<file path="config.mk">
export PLATFORM = sky130hd
export DESIGN_NAME = glitch_trigger_seq
export DESIGN_NICKNAME = d
export VERILOG_FILES = /design/src/rtl/glitch_trigger_seq.sv
export SDC_FILE = /design/constraint.sdc
export NUM_CORES = 1
export LEC_CHECK = 0
export ABC_AREA = 1
export ABC_CLOCK_PERIOD_IN_PS = 4800
export CAP_MARGIN = 20
export CORE_MARGIN = 3
export CORE_UTILIZATION = 39
export CTS_BUF_LIST = sky130_fd_sc_hd__clkbuf_4 sky130_fd_sc_hd__clkbuf_8
export DETAILED_ROUTE_END_ITERATION = 10
export PLACE_DENSITY_LB_ADDON = 0.15
export SYNTH_ARGS = -nofsm -noshare
export SYNTH_HDL_FRONTEND = slang
export SYNTH_SLANG_ARGS = --single-unit
</file>
<file path="constraint.sdc">
create_clock -name clk -period 4.8 [get_ports clk]
set_clock_uncertainty 0.15 [all_clocks]
set_input_delay 0.48 -clock clk [delete_from_list [all_inputs] [get_ports clk]]
set_output_delay 0.48 -clock clk [all_outputs]
set_load 0.05 [all_outputs]
</file>
<file path="src/rtl/glitch_trigger_seq.sv">
// rtl/glitch_trigger_seq.sv - counter-match glitch window sequencer driving the glitchy-clock mux select
module glitch_trigger_seq #(
    parameter int CW = 32,
    parameter int WW = 8
) (
    input  logic          clk,
    input  logic          rstn,
    input  logic          arm,
    input  logic          abort,
    input  logic [CW-1:0] target,
    input  logic [WW-1:0] width,
    input  logic [WW-1:0] reps,
    input  logic [CW-1:0] cnt,
    output logic          cnt_exec,
    output logic          glitch_sel,
    output logic [WW-1:0] glitch_idx,
    output logic          busy,
    output logic          done
);

    typedef enum logic [1:0] {
        S_IDLE   = 2'd0,
        S_ARMED  = 2'd1,
        S_GLITCH = 2'd2
    } state_t;

    state_t        state_q, state_d;
    logic [CW-1:0] target_q, target_d;
    logic [WW-1:0] width_q, width_d;
    logic [WW-1:0] reps_q, reps_d;
    logic [WW-1:0] wcnt_q, wcnt_d;
    logic [WW-1:0] idx_q, idx_d;
    logic          sel_q, sel_d;
    logic          busy_q, busy_d;
    logic          exec_q, exec_d;
    logic          done_q, done_d;

    // One extra bit so idx+1 cannot wrap before the comparison against reps_q.
    logic [WW:0]   idx_next;
    assign idx_next = {1'b0, idx_q} + {{WW{1'b0}}, 1'b1};

    always_ff @(posedge clk) begin
        if (!rstn) begin
            state_q  <= S_IDLE;
            target_q <= '0;
            width_q  <= '0;
            reps_q   <= '0;
            wcnt_q   <= '0;
            idx_q    <= '0;
            sel_q    <= 1'b0;
            busy_q   <= 1'b0;
            exec_q   <= 1'b0;
            done_q   <= 1'b0;
        end else begin
            state_q  <= state_d;
            target_q <= target_d;
            width_q  <= width_d;
            reps_q   <= reps_d;
            wcnt_q   <= wcnt_d;
            idx_q    <= idx_d;
            sel_q    <= sel_d;
            busy_q   <= busy_d;
            exec_q   <= exec_d;
            done_q   <= done_d;
        end
    end

    always_comb begin
        state_d  = state_q;
        target_d = target_q;
        width_d  = width_q;
        reps_d   = reps_q;
        wcnt_d   = wcnt_q;
        idx_d    = idx_q;
        sel_d    = sel_q;
        busy_d   = busy_q;
        exec_d   = exec_q;
        done_d   = 1'b0;

        unique case (state_q)
            S_IDLE: begin
                if (arm && !abort) begin
                    target_d = target;
                    width_d  = (width == '0) ? {{(WW-1){1'b0}}, 1'b1} : width;
                    reps_d   = (reps == '0) ? {{(WW-1){1'b0}}, 1'b1} : reps;
                    idx_d    = '0;
                    busy_d   = 1'b1;
                    exec_d   = 1'b1;
                    state_d  = S_ARMED;
                end
            end
            S_ARMED: begin
                if (abort) begin
                    sel_d   = 1'b0;
                    busy_d  = 1'b0;
                    exec_d  = 1'b0;
                    state_d = S_IDLE;
                end else if (cnt == target_q) begin
                    sel_d   = 1'b1;
                    wcnt_d  = width_q - {{(WW-1){1'b0}}, 1'b1};
                    state_d = S_GLITCH;
                end
            end
            S_GLITCH: begin
                if (abort) begin
                    sel_d   = 1'b0;
                    busy_d  = 1'b0;
                    exec_d  = 1'b0;
                    state_d = S_IDLE;
                end else if (wcnt_q != '0) begin
                    wcnt_d = wcnt_q - {{(WW-1){1'b0}}, 1'b1};
                end else begin
                    sel_d = 1'b0;
                    if (idx_next < {1'b0, reps_q}) begin
                        idx_d   = idx_next[WW-1:0];
                        state_d = S_ARMED;
                    end else begin
                        busy_d  = 1'b0;
                        exec_d  = 1'b0;
                        done_d  = 1'b1;
                        state_d = S_IDLE;
                    end
                end
            end
            default: begin
                state_d = S_IDLE;
            end
        endcase
    end

    assign cnt_exec   = exec_q;
    assign glitch_sel = sel_q;
    assign glitch_idx = idx_q;
    assign busy       = busy_q;
    assign done       = done_q;

endmodule

</file>
After elaboration in Yosys (flattened, before gate mapping). Index checks and enable logic that the tools add are counted.

Bits in registers: 69. Latch bits: 0. Memory bits (writable): 0. Memory bits (read-only): 0. Input bits: 84. Output and inout port bits: 12. Logic and storage cells: 76. Memories kept: 0.

Add/sub/neg operators: 3. Multipliers: 0. Divide/modulo/power cells: 0. Order comparisons: 1. Equal/unequal tests: 14. Shift operators: 0. Muxes and demuxes: 31. Bitwise gates (word level): 2. Reductions and logical operators: 16.

Operator list (count): 2-to-1 mux 8 bit (10); equality test 32 bit (1); one-hot mux 8 bit (2 select lines) (2); logical NOT 8 bit (2); != test 2 bit (second input constant) (8); subtractor 8 x 1 -> 8 bit (second input constant) (2); AND reduction 5 bit (3); 2-to-1 mux 1 bit (11); 2-to-1 mux 2 bit (5); adder 8 x 1 -> 9 bit (second input constant) (1); < comparator 9 x 8 -> 1 bit (1); != test 3 bit (second input constant) (3); nonzero test 8 bit (1); one-hot mux 2 bit (3 select lines) (1); AND reduction 3 bit (2); nonzero test 2 bit (2); OR reduction 4 bit (1); one-hot mux 1 bit (3 select lines) (1); nonzero test 3 bit (1); equality test 2 x 1 -> 1 bit (second input constant) (1); equality test 2 bit (second input constant) (1); logical NOT 2 bit (1); inverter 1 bit (2); one-hot mux 1 bit (2 select lines) (1); 3 further kinds (3).

Depth between registers and ports, before layout. Gate-level depths: netlist (run 1).

Depth after elaboration: 6. Depth in mapped cells: 18. Gate-level depth less buffers: 18.

Worst setup path after synthesis (run 1). No wires, ideal clock.

Kind: reg2reg. From: reg idx_q[0] (netlist: glitch_idx[0]). To: reg idx_q[1] (netlist: glitch_idx[1]). Library setup time: 0.114 ns. Arrival time: 2.471 ns. Required time: 4.536 ns. Setup slack: 2.065 ns. Stages on the path, launching flop included: 16. Path buffers: 0. Period minus slack after synthesis: 2.735 ns. Cell sequence: dfxtp_1 ha_1 nand3_1 nor2_2 xor2_1 ha_1 a21oi_1 o21bai_1 nor2_1 nand2_1 nand2_1 nand2_4 inv_2 nand2_1 nand2_1 nor2_1.

Cells in the longest elaborated chain, start to end: 5. Elaborated cells on any way between the ends: 8. Classes of those cells: add/sub: 1; order compare: 1; eq/ne: 1; mux: 4; reduce/logical: 1.

RTL lines: start: declaration (line 32) `logic [WW-1:0] idx_q, idx_d;`; start signal: assignment (line 60) `idx_q <= idx_d;`; adder 8 x 1 -> 9 bit * (line 40) `assign idx_next = {1'b0, idx_q} + {{WW{1'b0}}, 1'b1};`; parallel branches: the longest is 4 deep, another holds < comparator 9 x 8 -> 1 bit.

Every way passes the cells marked *. The select of a mux whose other input is x is not followed. A chain may end at the register's enable or synchronous reset.

Worst setup path after layout (run 1).
From: reg idx_q[0] (netlist: glitch_idx[0]). To: reg idx_q[6] (netlist: glitch_idx[6]).

Same word-level chain as after synthesis.

==> results.ini, run 1 <==
[cells_and_area]
seq_area_sq_um = 1380
fin_util_pct = 54.7
multi_input_area_sq_um = 1920
fillCellCount = 873
nets = 721
areaGrowthSynthToFinish_pct = 32.4
layout-drive-gt1-share_pct = 6.86
antenna_cells = 0

[outcome]
outcome = complete, no violations

[sta]
rsz0062_at_grt = no
tightest_slew_ns = 1.05
fmax_ghz = 0.367
period_share_pct = 56.8
hold_viol = 0
maxSlewViolCount = 0
setup_viol = 0
post-route-min-period_ns = 2.72
slew_headroom_pct = 29.8
timing.setup.tns_ns = 0

[worst_setup_path]
endpoint_kind = flip-flop
cp_max_fo = 10
r2r_start = glitch_idx[0]
r2r_setup_slack_ns = 2.08
cp.arrival_ns = 2.84
worst_ep_required_time_ns = 4.92
r2r_end = glitch_idx[6]
reg2reg_depth = 14
setup.worst_path.start = glitch_idx[0]
crit_type = reg -> reg
cp-start-kind = flip-flop

[route]
drc = 0
viasPerCell = 4.59
wl_per_cell_um = 11.5
antenna_left = 0
finalWirelength_um = 8690
dr.pass1.iters = 4
drtIter0Drc = 134
num_vias = 3459

[pwr]
ir_drop_mv = 0.162
p_total_mw = 1.80
power.density_nw_per_um2 = 367
power.leakage_nw = 2.03

[clocking]
cts_setup_buffers = 0
clk_pin_slew_ns = 0.07
hold_buffers = 0
cts_buffer_depth = 2
cts.repair.resized = 0
h-tree-depth = 3
clock_latency_ns = 0.33
cts_buffers = 9
tritoncts = built
cts_sinks = 69
clock-root-buffer = clkbuf_8

[place]
place.gp.congestion = 0.830
dpl.hpwl_um = 6410
port_buffers = 95

[floorplanning]
core-area_sq_um = 8980
die_area_sq_um = 10700
rows = 34
start_util_pct = 41.3
die_x_um = 104
die_h_um = 104
io-pin-count = 96

[yosys]
synth_nets = 634
synthFlopType = dfxtp_1
syn_avg_cell_area_sq_um = 6.91
ys_types = 30
yosys_warnings = 0
synth_enable_flop_cells = 0
ys_seq_area_share_pct = 37.2
synth_cells = 537
syn_area_sq_um = 3710
synth_seq_cells = 69
postSynth.asyncResetShare_pct = 0

[run]
maxCapViolCount = 0

[grt]
grt_pass1_wl_um = 14700
grt_pass1_vias = 3263
grt_max_degree = 66
antenna_found_initial = 0
grt-ovfl-total = 0
grt_use_total_pct = 16.4

[hold_path]
min_path_type = reg -> reg
hold_depth = 2
hp-start = width_q[1]
hold_end = width_q[1]

-- cell type report --
type | instances | area share, %
Multi-Input combinational cell | 363 | 39.0
Timing Repair Buffer | 97 | 19.8
Tap cell | 126 | 3.21
Clock inverter | 2 | 0.204
Inverter | 84 | 6.42
Sequential cell | 69 | 28.1
Clock buffer | 12 | 3.23
-- cells in the mapped netlist (all sizes together), types with 4 or more instances --
| cell | count | area (sq um) |
|---|---|---|
| nand2 | 105 | 409 |
| inv | 84 | 315 |
| dfxtp | 69 | 1380 |
| a21oi | 68 | 340 |
| o21ai | 63 | 327 |
| nor2 | 51 | 206 |
| xnor2 | 26 | 228 |
| nand3 | 17 | 90.1 |
| ha | 13 | 163 |
| clkbuf | 12 | 45.0 |
| buf | 9 | 56.3 |
| xor2 | 7 | 61.3 |
| nor4 | 4 | 25.0 |
-- layer usage --
| layer | GRT usage [%] | wire [um] |
|---|---|---|
| met5 | 0 | 0 |
| met4 | 4.27 | 87 |
| met3 | 3.86 | 389 |
| met2 | 29.4 | 4200 |
| met1 | 19.9 | 4010 |
-- state kept, by name, summed over array words and instances (netlist names) --
name	cells
state_q	2
done	1
width_q	8
glitch_idx	8
cnt_exec	1
reps_q	8
wcnt_q	8
target_q	32
glitch_sel	1
-- how the worst max path moves through the flow --
stage | to | slack [ns]
4_1_cts | glitch_idx[6] | 2.06
3_3_place_gp | target_q[20] | 1.87
3_5_place_dp | target_q[1] | 1.79
2_1_floorplan | glitch_idx[1] | 2.06
5_1_grt | glitch_idx[1] | 1.81
6_report | glitch_idx[6] | 2.08
-- report_power, final --
| part | internal (mW) | switching, mW | total, mW |
|---|---|---|---|
| registers | 0.655 | 0.0586 | 0.714 |
| clock network | 0.214 | 0.206 | 0.421 |
| logic | 0.281 | 0.386 | 0.667 |
-- critical path: stages (launching register included) --
cell      delay, ns
dfxtp_1        0.47
ha_1           0.23
nand3_1        0.14
nor2_2         0.14
xor2_1         0.24
ha_1           0.28
a21oi_1        0.13
o21bai_1       0.07
nor2_1         0.18
nand2_1        0.08
nand2_1        0.09
nand2_4        0.11
inv_2          0.13
o21ai_1        0.07
nor2_1         0.13
-- cells by family (layout without fill, tap and decap cells) --
family | Yosys count | in the layout | synth area share [%]
AO/OA/AOI/OAI | 134 | 134 | 18.6
XOR/XNOR | 33 | 33 | 7.79
adder cells (fa/ha/maj) | 13 | 13 | 4.38
buffers and inverters | 105 | 195 | 11.2
flip-flops | 69 | 69 | 37.2
AND/OR/NAND/NOR | 183 | 183 | 20.8
-- stage by stage --
| stage | instance area (sq um) | hold WS, ns | setup WS [ns] | std cells |
|---|---|---|---|---|
| after floorplan | 3710 | 0.274 | 2.06 | 537 |
| after global placement | 4720 | 0.292 | 1.87 | 738 |
| after detailed placement | 4720 | 0.295 | 1.79 | 738 |
| after CTS | 4890 | 0.305 | 2.06 | 752 |
| after global routing | 4910 | 0.321 | 1.81 | 753 |
| final | 4910 | 0.304 | 2.08 | 753 |
-- cell usage in the layout (no fill, tap or decap), drive strengths merged --
cell,instances
o21a,1
nand4,2
nand2,105
clkdlybuf4s50,94
a21oi,68
clkinv,2
inv,84
nor4,4
dfxtp,69
nand3,17
clkbuf,12
xor2,7
buf,3
ha,13
nor3,2
o211ai,1
and3,2
xnor2,26
o21ai,63
o21bai,1
nor2,51
Power figures use the tool's default switching activity.
==> inputs of run 2 (changes only) <==
--- a/config.mk
+++ b/config.mk
@@ -6,7 +6,7 @@
 export NUM_CORES = 1
 export LEC_CHECK = 0
 export ABC_AREA = 1
-export ABC_CLOCK_PERIOD_IN_PS = 4800
+export ABC_CLOCK_PERIOD_IN_PS = 2250
 export CAP_MARGIN = 20
 export CORE_MARGIN = 3
 export CORE_UTILIZATION = 39
==> constraint.sdc (replaced) <==
create_clock -name clk -period 2.25 [get_ports clk]
set_clock_uncertainty 0.15 [all_clocks]
set_input_delay 0.225 -clock clk [delete_from_list [all_inputs] [get_ports clk]]
set_output_delay 0.225 -clock clk [all_outputs]
set_load 0.05 [all_outputs]
==> run 2 against run 1 <==
The flow now finishes with violations (negative setup slack). Wire length is 3.9% higher. Design area rose by 7.9%. Combinational power up 150%. Critical endpoint is now glitch_idx[1]. Largest cell class unchanged. Highest routed layer is now met5.
==> results.ini, run 2 (same netlist as run 1, synthesis figures left out) <==
[outcome]
outcome = finished, violations left
violations = negative setup slack

[sta]
period_share_pct = 103
setup_viol = 8
slew_headroom_pct = 56.3
hold_viol = 0
fmax_ghz = 0.430
fin_ws_ns = -0.0760
maxSlewViolCount = 0
rsz0062_at_grt = yes
tightest_slew_ns = 0.655
post-route-min-period_ns = 2.33

[floorplanning]
die_x_um = 104
rows = 34
core-area_sq_um = 8980
die_h_um = 104
start_util_pct = 41.3
die_area_sq_um = 10700
io-pin-count = 96

[hold_path]
min_path_type = in -> reg
hold_depth = 3

[worst_setup_path]
crit_type = reg -> reg
setup.worst_path.start = glitch_idx[0]
r2r_setup_slack_ns = -0.08
endpoint_kind = flip-flop
cp-start-kind = flip-flop
reg2reg_depth = 15
cp_max_fo = 7
cp.arrival_ns = 2.41
worst_ep_required_time_ns = 2.34
critical_path.endpoint = glitch_idx[1]
r2r_start = glitch_idx[0]
r2r_end = glitch_idx[1]

[cells_and_area]
fillCellCount = 839
largest_register_ffs = 32
fin_util_pct = 59.1
layout-drive-gt1-share_pct = 13.2
top_register = target_q
fin_area_sq_um = 5300
areaGrowthSynthToFinish_pct = 43.0
layout_common_cells = nand2_1, clkdlybuf4s50_1, inv_1, a21oi_1, dfxtp_1
nets = 734
final_common_cell = nand2_1
antenna_cells = 0

[pwr]
p_total_mw = 4.48
p_sw_mw = 1.56
internal-power_mw = 2.92
power.leakage_nw = 2.16
power.density_nw_per_um2 = 845
p_comb_share_pct = 37.0
pwr-share-clk_pct = 28.2
switching_share_pct = 34.8
p_seq_share_pct = 34.7
ir_drop_mv = 0.339

[route]
wl_per_cell_um = 11.8
dr.pass1.iters = 4
num_vias = 3612
finalWirelength_um = 9040
drtIter0Drc = 116
antenna_left = 0
viasPerCell = 4.70
drc = 0

[clocking]
clock_latency_ns = 0.34
cts_buffer_depth = 2
clk_pin_slew_ns = 0.08
h-tree-depth = 3
hold_buffers = 0
tritoncts = built
cts_buffers = 9
cts_sinks = 69
clock-root-buffer = clkbuf_8

[grt]
grt_use_total_pct = 16.1
grt_pass1_wl_um = 14500
grt_max_degree = 63
antenna_found_initial = 1
grt_pass1_vias = 3241
grt-ovfl-total = 0

[place]
port_buffers = 95
dpl.hpwl_um = 6680
place.gp.congestion = 0.851
place_area_sq_um = 4890

[run]
maxCapViolCount = 0

## run 2: changes by cell type in the layout (fill, tap and decap cells not counted), sizes merged
cell    change
clkbuf      -1
buf        +12
bufinv      +3
nand2       +1
## run 2: final cells by class
class                           instances  area, sq um  area share (%)
Clock inverter                          5          108            2.03
Multi-Input combinational cell        364         2080            39.2
Sequential cell                        69         1400            26.4
Timing Repair Buffer                  109         1090            20.6
Tap cell                              126          158            2.97
Inverter                               84          320            6.04
Clock buffer                           11          145            2.74
## run 2: critical path: stages (launching register included)
cell      delay [ns]
dfxtp_4         0.38
ha_4            0.16
nand3_4         0.12
nor2_4          0.13
xor2_2          0.17
ha_1            0.27
a21oi_2         0.13
o21bai_1        0.07
nor2_1          0.13
nand2_1         0.09
nand2_2         0.10
nand2_4         0.09
inv_6           0.11
nand2_2         0.05
nand2_1         0.05
nor2_1          0.03
## run 2: power groups by stage
stage,clock [mW],sequential [mW],combinational [mW]
final,1.27,1.56,1.66
after global routing,1.34,1.58,1.84
after CTS,1.29,1.54,1.56
after detailed placement,0,1.57,1.52
after global placement,0,1.56,1.49
after floorplan,0,1.70,0.885
## run 2: what timing repair did
item,in CTS,in global routing
pin swaps,4,11
resized for setup,4,23
setup endpoints to repair,10,14
setup buffers,1,1
gates cloned,0,1
## run 2: per-stage QoR
stage	hold WS (ns)	cells	TNS (ns)	setup slack, ns
finish	0.280	768	-0.407	-0.0760
global route	0.320	768	-1.59	-0.193
CTS	0.275	766	-0.248	-0.0565
detailed placement	0.294	749	-0.277	-0.0566
global placement	0.289	749	0	0.00323
floorplan	0.247	537	-0.271	-0.0582
## run 2: how the worst min path moves through the flow
stage / slack, ns / from / endpoint
3_3_place_gp: 0.29 / width_q[7] / width_q[7]
6_report: 0.28 / rstn / wcnt_q[4]
3_5_place_dp: 0.29 / width_q[2] / width_q[2]
4_1_cts: 0.27 / rstn / wcnt_q[7]
5_1_grt: 0.32 / width_q[2] / width_q[2]
2_1_floorplan: 0.25 / abort / done
## run 2: metal layers
metal	share of wire, %	track usage, %	routed length, um	vias to the layer above
met2	47	26.4	4260	96
li1	-	-	-	1901
met1	45	20.3	4070	1600
met3	6.3	4.54	571	13
met4	1.4	5.41	127	2
met5	0.10	0	9	-
==> inputs of run 3 (changes only) <==
--- a/config.mk
+++ b/config.mk
@@ -13,6 +13,7 @@
 export CTS_BUF_LIST = sky130_fd_sc_hd__clkbuf_4 sky130_fd_sc_hd__clkbuf_8
 export DETAILED_ROUTE_END_ITERATION = 10
 export PLACE_DENSITY_LB_ADDON = 0.15
+export SLEW_MARGIN = 10
 export SYNTH_ARGS = -nofsm -noshare
 export SYNTH_HDL_FRONTEND = slang
 export SYNTH_SLANG_ARGS = --single-unit
==> results of run 3 <==
Same layout as run 2: the final DEF is identical, and so are final timing and power.
